`src/rtl/mips_program_loader.sv`:
```
`timescale 1ns/1ps
// -----------------------------------------------------------------------------
// mips_program_loader
//
// Loads a program into instruction memory from a byte stream, holding the CPU
// core in reset until the load completes.
//
// Stream format: one header byte H (word count minus one, so 1..256 words),
// followed by 4*(H+1) bytes, each word sent MSB first. Each assembled word is
// written in a single-cycle strobe at byte address word_index*4. If the stream
// stalls inside a load for timeout_cycles cycles, the load is abandoned,
// load_err is raised, and the loader waits for a new header.
//
// Ports
//   clk          : clock, rising edge
//   rst          : asynchronous active-low reset
//   byte_in      : program byte
//   byte_valid   : byte_in is valid
//   byte_ready   : loader accepts byte_in this cycle
//   reload       : single-cycle request for a new load (honoured only in DONE)
//   im_wr_en     : instruction memory write strobe
//   im_wr_add    : instruction memory byte address (word index * 4)
//   im_wr_data   : assembled instruction word
//   cpu_rst      : active-low core hold; high only while the program is loaded
//   load_done    : program loaded and core running
//   load_err     : last load aborted on timeout (sticky until next header)
//   words_loaded : words written in the current or last load
// -----------------------------------------------------------------------------
module mips_program_loader #(
    parameter int Ins_mem_width  = 32,
    parameter int Ins_mem_depth  = 256,
    parameter int timeout_cycles = 1000
) (
    input  logic                     clk,
    input  logic                     rst,
    input  logic [7:0]               byte_in,
    input  logic                     byte_valid,
    output logic                     byte_ready,
    input  logic                     reload,
    output logic                     im_wr_en,
    output logic [31:0]              im_wr_add,
    output logic [Ins_mem_width-1:0] im_wr_data,
    output logic                     cpu_rst,
    output logic                     load_done,
    output logic                     load_err,
    output logic [8:0]               words_loaded
);

    localparam logic [2:0] HEADER = 3'd0;
    localparam logic [2:0] DATA   = 3'd1;
    localparam logic [2:0] WRITE  = 3'd2;
    localparam logic [2:0] DONE   = 3'd3;
    localparam logic [2:0] ERROR  = 3'd4;

    localparam int BYTES_PER_WORD = Ins_mem_width / 8;
    localparam int IDX_W          = (BYTES_PER_WORD > 1) ? $clog2(BYTES_PER_WORD) : 1;
    localparam logic [IDX_W-1:0] LAST_IDX = IDX_W'(BYTES_PER_WORD - 1);

    localparam int IDLE_W = $clog2(timeout_cycles + 1);
    localparam logic [IDLE_W-1:0] IDLE_LAST = IDLE_W'(timeout_cycles - 1);

    // The header can request up to 256 words; never exceed the memory depth.
    localparam int         MAX_WORDS   = (Ins_mem_depth < 256) ? Ins_mem_depth : 256;
    localparam logic [8:0] MAX_WORDS_9 = 9'(MAX_WORDS);

    logic [2:0]        state;
    logic [2:0]        state_next;
    logic [8:0]        target;
    logic [IDX_W-1:0]  byte_idx;
    logic [IDLE_W-1:0] idle_cnt;
    logic              accept;
    logic [8:0]        hdr_count;
    logic              write_last;

    assign byte_ready = (state == HEADER) || (state == DATA);
    assign accept     = byte_valid && byte_ready;
    assign im_wr_en   = (state == WRITE);
    // Only words 0..255 are ever written, so bits above [9:2] stay zero.
    assign im_wr_add  = {22'd0, words_loaded[7:0], 2'b00};
    assign hdr_count  = {1'b0, byte_in} + 9'd1;
    assign write_last = ((words_loaded + 9'd1) == target);

    always_comb begin
        // NOTE: every branch below may leave state_next untouched; the default
        // assignment first keeps this purely combinational (no latch).
        state_next = state;
        unique case (state)
            HEADER: if (accept) state_next = DATA;
            DATA: begin
                if (accept) begin
                    if (byte_idx == LAST_IDX) state_next = WRITE;
                end else if (idle_cnt == IDLE_LAST) begin
                    state_next = ERROR;
                end
            end
            WRITE:   state_next = write_last ? DONE : DATA;
            DONE:    if (reload) state_next = HEADER;
            ERROR:   state_next = HEADER;
            default: state_next = HEADER;
        endcase
    end

    // NOTE: all state is updated with non-blocking assignments so every
    // register samples pre-edge values regardless of statement order.
    always_ff @(posedge clk or negedge rst) begin
        if (!rst) begin
            state        <= HEADER;
            target       <= 9'd0;
            words_loaded <= 9'd0;
            byte_idx     <= '0;
            idle_cnt     <= '0;
            im_wr_data   <= '0;
            cpu_rst      <= 1'b0;
            load_done    <= 1'b0;
            load_err     <= 1'b0;
        end else begin
            state <= state_next;
            // Registered so both rise together on the first DONE cycle and
            // both fall on the cycle HEADER is re-entered.
            cpu_rst   <= (state_next == DONE);
            load_done <= (state_next == DONE);

            unique case (state)
                HEADER: begin
                    if (accept) begin
                        target       <= (hdr_count > MAX_WORDS_9) ? MAX_WORDS_9 : hdr_count;
                        words_loaded <= 9'd0;
                        byte_idx     <= '0;
                        idle_cnt     <= '0;
                        load_err     <= 1'b0;
                    end
                end
                DATA: begin
                    if (accept) begin
                        // MSB first: earlier bytes shift toward the top.
                        im_wr_data <= (im_wr_data << 8) | Ins_mem_width'(byte_in);
                        byte_idx   <= (byte_idx == LAST_IDX) ? '0 : byte_idx + 1'b1;
                        idle_cnt   <= '0;
                    end else if (state_next == ERROR) begin
                        // The partial word is dropped: WRITE is never visited.
                        load_err <= 1'b1;
                        idle_cnt <= '0;
                        byte_idx <= '0;
                    end else begin
                        idle_cnt <= idle_cnt + 1'b1;
                    end
                end
                WRITE: begin
                    words_loaded <= words_loaded + 9'd1;
                    byte_idx     <= '0;
                    idle_cnt     <= '0;
                end
                ERROR: begin
                    byte_idx <= '0;
                    idle_cnt <= '0;
                end
                default: ;
            endcase
        end
    end

endmodule

```
`config.mk`:
```
export PLATFORM = sky130hd
export DESIGN_NAME = mips_program_loader
export DESIGN_NICKNAME = d
export VERILOG_FILES = /design/src/rtl/mips_program_loader.sv
export SDC_FILE = /design/constraint.sdc
export NUM_CORES = 1
export LEC_CHECK = 0
export BUFFER_PORTS_ARGS = -buffer_cell sky130_fd_sc_hd__buf_2
export CORE_ASPECT_RATIO = 0.75
export CORE_MARGIN = 4
export CORE_UTILIZATION = 25
export CTS_CLUSTER_DIAMETER = 200
export CTS_CLUSTER_SIZE = 12
export DETAILED_ROUTE_END_ITERATION = 8
export PLACE_DENSITY = 0.53
export SYNTH_ARGS = -nofsm -noshare
export SYNTH_HDL_FRONTEND = slang
export SYNTH_SLANG_ARGS = --single-unit
```
`constraint.sdc`:
```
create_clock -name clk -period 1.9 [get_ports clk]
set_input_delay 0.38 -clock clk [delete_from_list [all_inputs] [get_ports clk]]
set_output_delay 0.38 -clock clk [all_outputs]
set_load 0.02 [all_outputs]
```
Yosys cells after proc, flatten, opt, wreduce, memory -nomap -nowiden. Index checks and enable logic that the tools add are counted.

Magnitude comparators: 1. Bitwise operators: 1. Reduce and logical (&&, ||, !) cells: 13. $add $sub $neg: 4. Multiplexer cells: 23. Eq/ne operators: 13.

Operators with widths (number): bitwise OR 32 x 8 -> 32 bit (1); two-way mux 10 bit (3); case mux 10 bit (3 select lines) (1); two-way mux 9 bit (2); case mux 9 bit (2 select lines) (1); two-way mux 3 bit (5); case mux 3 bit (4 select lines) (1); adder 10 x 1 -> 10 bit, second input constant (1); == test 10 bit, second input constant (1); two-way mux 2 bit (5); adder 8 x 1 -> 9 bit, second input constant (1); adder 9 x 1 -> 9 bit, second input constant (1); == test 3 x 2 -> 1 bit, second input constant (3); == test 9 bit (1); greater-than comparator 9 bit, second input constant (1); AND reduction 2 bit (4); == test 3 bit, second input constant (2); case mux 2 bit (3 select lines) (1); != test 2 bit, second input constant (2); AND reduction 4 bit (1); nonzero test 2 bit (2); == test 3 x 1 -> 1 bit, second input constant (1); logical NOT 3 bit (1); two-way mux 1 bit (3); 10 further kinds (10).

Input bits: 12. Register bits after elaboration: 67. Word-level logic and storage cells: 63. Output and inout bits: 78.

Depth between registers and ports, before layout.
Depth in word-level cells: 9. Mapped depth: 7.

Worst setup path before layout. OpenSTA, ideal clock, no wires.

Kind: flip-flop to flip-flop. From: reg words_loaded[0]. To: reg state[1]. Cell stages (with the launch flop): 8. Library setup time: 0.092 ns. Data arrival time: 1.972 ns. Setup slack: -0.164 ns. Path buffers: 1. Cells stage by stage: dfrtp_1 ha_1 clkbuf_1 nand3_1 xnor2_1 o41ai_1 a221oi_1 o31ai_2.

Word-level cells in the longest chain between the ends: 4.

RTL lines: start: declaration (RTL line 46) `output logic [8:0] words_loaded`; start signal: assignment (RTL line 149) `words_loaded <= words_loaded + 9'd1;`; adder 9 x 1 -> 9 bit (RTL line 81) `assign write_last = ((words_loaded + 9'd1) == target);`; == test 9 bit (RTL line 81); two-way mux 2 bit (RTL line 96) `WRITE: state_next = write_last ? DONE : DATA;`; case mux 3 bit (4 select lines) (RTL line 87) `unique case (state)`; via state_next[1] (RTL line 67) `logic [2:0] state_next;`; end signal: assignment (RTL line 117) `state <= state_next;`; end: declaration (RTL line 66) `logic [2:0] state;`.

The timed path passes the listed nets, and every way through them passes these cells. A chain may end at the register's enable or synchronous reset.

Worst setup path in the final report. Ends and elaborated chain as after synthesis.

==> results by group <==
Run status
  • Outcome: finished, final reports clean

Floorplanning
  • Die height: 111 um
  • Initial Util: 25.7%
  • # rows: 37
  • Die width: 146 um
  • Core Area: 13,800 um2
  • Die ar.: 16,200 um2
  • I/O pin cnt: 90

Timing
  • Post-Route Setup TNS: 0 ns
  • RSZ-0062 raised after global routing: false
  • Slew @ Worst Pin: 0.557 ns
  • Final Cycle Share: 94.1%
  • Minimum clock period: 1.79 ns
  • Max-slew violations: 0
  • Fin. Hold Viols: 0
  • Max Freq: 559 MHz
  • Fin Clk Skew: 0.00687 ns
  • Rel. slew slack: 62.7%
  • Final setup vio count: 0
  • Final WS setup: 0.111 ns
  • Hold_ws: 0.302 ns

Critical path
  • Data required time at the worst endpoint: 2.15 ns
  • Register-to-Register Path Depth: 6
  • Worst Path Max Fanout: 7
  • Crit path DAT: 2.04 ns
  • Startpoint types: flip-flop
  • CP Class: reg2reg
  • R2R Setup Slk: 0.11 ns
  • Crit end category: flip-flop

Clock tree
  • H-tree depth: 3
  • Clk buf depth: 2
  • TritonCTS Buffers: 9
  • CTS tree: yes
  • Register clock-pin slew on the reported worst setup and hold paths: 0.06 ns
  • Clock sink total: 67
  • Clk root buf: clkbuf_16
  • Worst-Skew Late Latency: 0.33 ns

Logic synthesis
  • Post-synthesis sequential area ratio: 47.2%
  • Synth Cell Area: 3550 um2
  • Async SR Flop Fraction: 100%
  • Synth top area cells: dfrtp_1 (47%), buf_4 (8.0%), mux2_1 (6.7%)
  • Unique masters post-synth: 52
  • Gate Count Post-Synth: 338
  • Number of flops mapped to enable cells by yosys: 0
  • Top-area cell type share of the netlist area: 47.2%
  • #FFs+latches synth: 67
  • Yosys Warn Count: 0
  • Ys flop type: dfrtp_1
  • Area leader, netlist: dfrtp_1
  • Post-Syn Area per Cell: 10.5 um2

Global routing
  • Initial antenna violation count: 0
  • First-pass GRT wire length: 13.5 mm
  • Largest net degree at the start of global routing: 35
  • Grt ovf: 0
  • Gr usage total: 10.2%
  • Vias in the first global route: 2,645

Routing
  • Post-DRT Antenna Nets: 0
  • Detailed router's first-iteration violation count: 124
  • DR vias/cell: 4.47
  • Routed WL: 8.15 mm
  • TritonRoute pass-1 iters: 4
  • DRC Markers: 0
  • Avg WL per Cell: 13.6 um
  • Via count: 2,676

Placement
  • DP Area: 4070 um2
  • Placer Congestion: 0.807
  • DP HPWL: 6.30 mm
  • Worst slack at placement: 0.0315 ns
  • PortBufs: 65

Hold path
  • Hold path cells: 2
  • HP Class: in2reg

Pwr
  • Leak pwr: 2.07 nW
  • Pwr dens: 1370 nW/um2
  • Max rail drop VDD: 0.754 mV

Cells and area
  • Filler Cells Inserted: 1,432
  • Nets: 434
  • Area Overhead vs Synth: 23.5%
  • Share of layout cells above drive strength 1: 32.2%
  • Ant. Diodes: 0
  • Finished Cell Area: 4390 um2
  • Final Core Density: 31.8%

Job
  • Max-cap viol count: 0
==> metrics by stage <==
step	power (mW)	std cells
after detailed placement	4.48	581
after global routing	6.42	598
final	6.01	598
after CTS	6.10	598
after floorplan	3.71	361
after global placement	4.42	581
==> cells in the final DEF, fill, tap and decap left out, types with 3 or more instances in the layout <==
| cell | synthesis | layout |
|---|---|---|
| a21oi_1 | 3 | 3 |
| and3_1 | 3 | 3 |
| and4_1 | 3 | 3 |
| buf_2 | 2 | 64 |
| buf_4 | 38 | 27 |
| clkbuf_16 | 0 | 9 |
| clkinvlp_4 | 0 | 4 |
| conb_1 | 1 | 24 |
| dfrtp_1 | 67 | 64 |
| dfrtp_2 | 0 | 3 |
| ha_1 | 4 | 4 |
| inv_1 | 5 | 4 |
| mux2_1 | 21 | 21 |
| mux2_2 | 12 | 12 |
| nand2_1 | 29 | 28 |
| nand3_1 | 15 | 15 |
| nand4_1 | 8 | 8 |
| nor2_1 | 27 | 26 |
| nor3_1 | 4 | 3 |
| o21ai_0 | 20 | 19 |
| o21ai_1 | 2 | 3 |
| o31ai_1 | 4 | 4 |
| xnor2_1 | 11 | 11 |
| xor2_1 | 13 | 13 |
==> synthesized netlist by cell type (all sizes together), types with 3 or more instances <==
| library cell | instances |
|---|---|
| and3 | 4 |
| nand3 | 16 |
| buf | 43 |
| o31ai | 5 |
| dfrtp | 67 |
| nor2 | 29 |
| a21oi | 3 |
| inv | 5 |
| xnor2 | 11 |
| clkbuf | 5 |
| o41ai | 3 |
| o21ai | 22 |
| nand2 | 29 |
| ha | 4 |
| and4 | 3 |
| mux2 | 33 |
| nor3 | 4 |
| xor2 | 13 |
| nand4 | 8 |
==> flip-flops by register name, indices dropped and copies added (netlist names) <==
name and flops:
state 3, im_wr_data 32, load_err 1, words_loaded 9, idle_cnt 10, target 9
byte_idx 2, load_done 1
==> power breakdown <==
part	leakage, nW	total [mW]	internal (mW)	switching [mW]
Sequential	0.840	2.27	1.93	0.347
Combinational	1.10	2.16	0.911	1.25
Clock	0.127	1.58	0.900	0.677
==> metal layers <==
layer | GRT usage, % | share of wire [%] | up-vias
met3 | 4.66 | 7.1 | 5
met5 | 0 | 0 | -
met1 | 14.0 | 48 | 1309
met4 | 2.47 | 0.58 | 0
li1 | - | - | 1287
met2 | 14.7 | 44 | 75
==> cell families after synthesis <==
logic type / after synthesis / synth area share (%)
multiplexers: 34 / 10.7
adder cells (fa/ha/maj): 4 / 1.41
AND/OR/NAND/NOR: 110 / 16.0
AO/OA/AOI/OAI: 45 / 8.21
buffers and inverters: 53 / 10.4
XOR/XNOR: 24 / 5.92
flip-flops: 67 / 47.2
other: 1 / 0.106
==> critical path: stages, from the launching register on <==
cell and delay, ns:
dfrtp_2 0.36, buf_4 0.16, nand3_4 0.13, o21a_1 0.23, or3b_1 0.37, o211a_1 0.25, o31ai_2 0.21
==> path summary, 6_finish.rpt <==
kind,startpoint,end
max in group asynchronous,rst,idle_cnt[9]
worst min register to register,im_wr_data[26],im_wr_data[26]
min in group asynchronous,rst,im_wr_data[16]
worst min-delay path,byte_in[0],target[0]
worst max register to register,words_loaded[0],state[1]
worst max-delay path,words_loaded[0],state[1]
==> cell type report <==
cell class | count | area (um2) | area share (%)
repair buffers | 94 | 573 | 13.1
clock buffers | 9 | 225 | 5.14
multi-input cells | 241 | 1610 | 36.7
inverters | 5 | 18.8 | 0.428
clock inverters | 7 | 58.8 | 1.34
flip-flops and latches | 67 | 1680 | 38.3
well taps | 175 | 219 | 4.99
==> repair_timing <==
item / 4_1_cts / 5_1_grt
hold endpoints to repair: 14 / 0
setup endpoints to repair: 0 / 4
resized for setup: 0 / 9
hold buffers: 1 / 0
setup buffers: 0 / 0
Note: power is estimated with default switching activity, not from simulation.
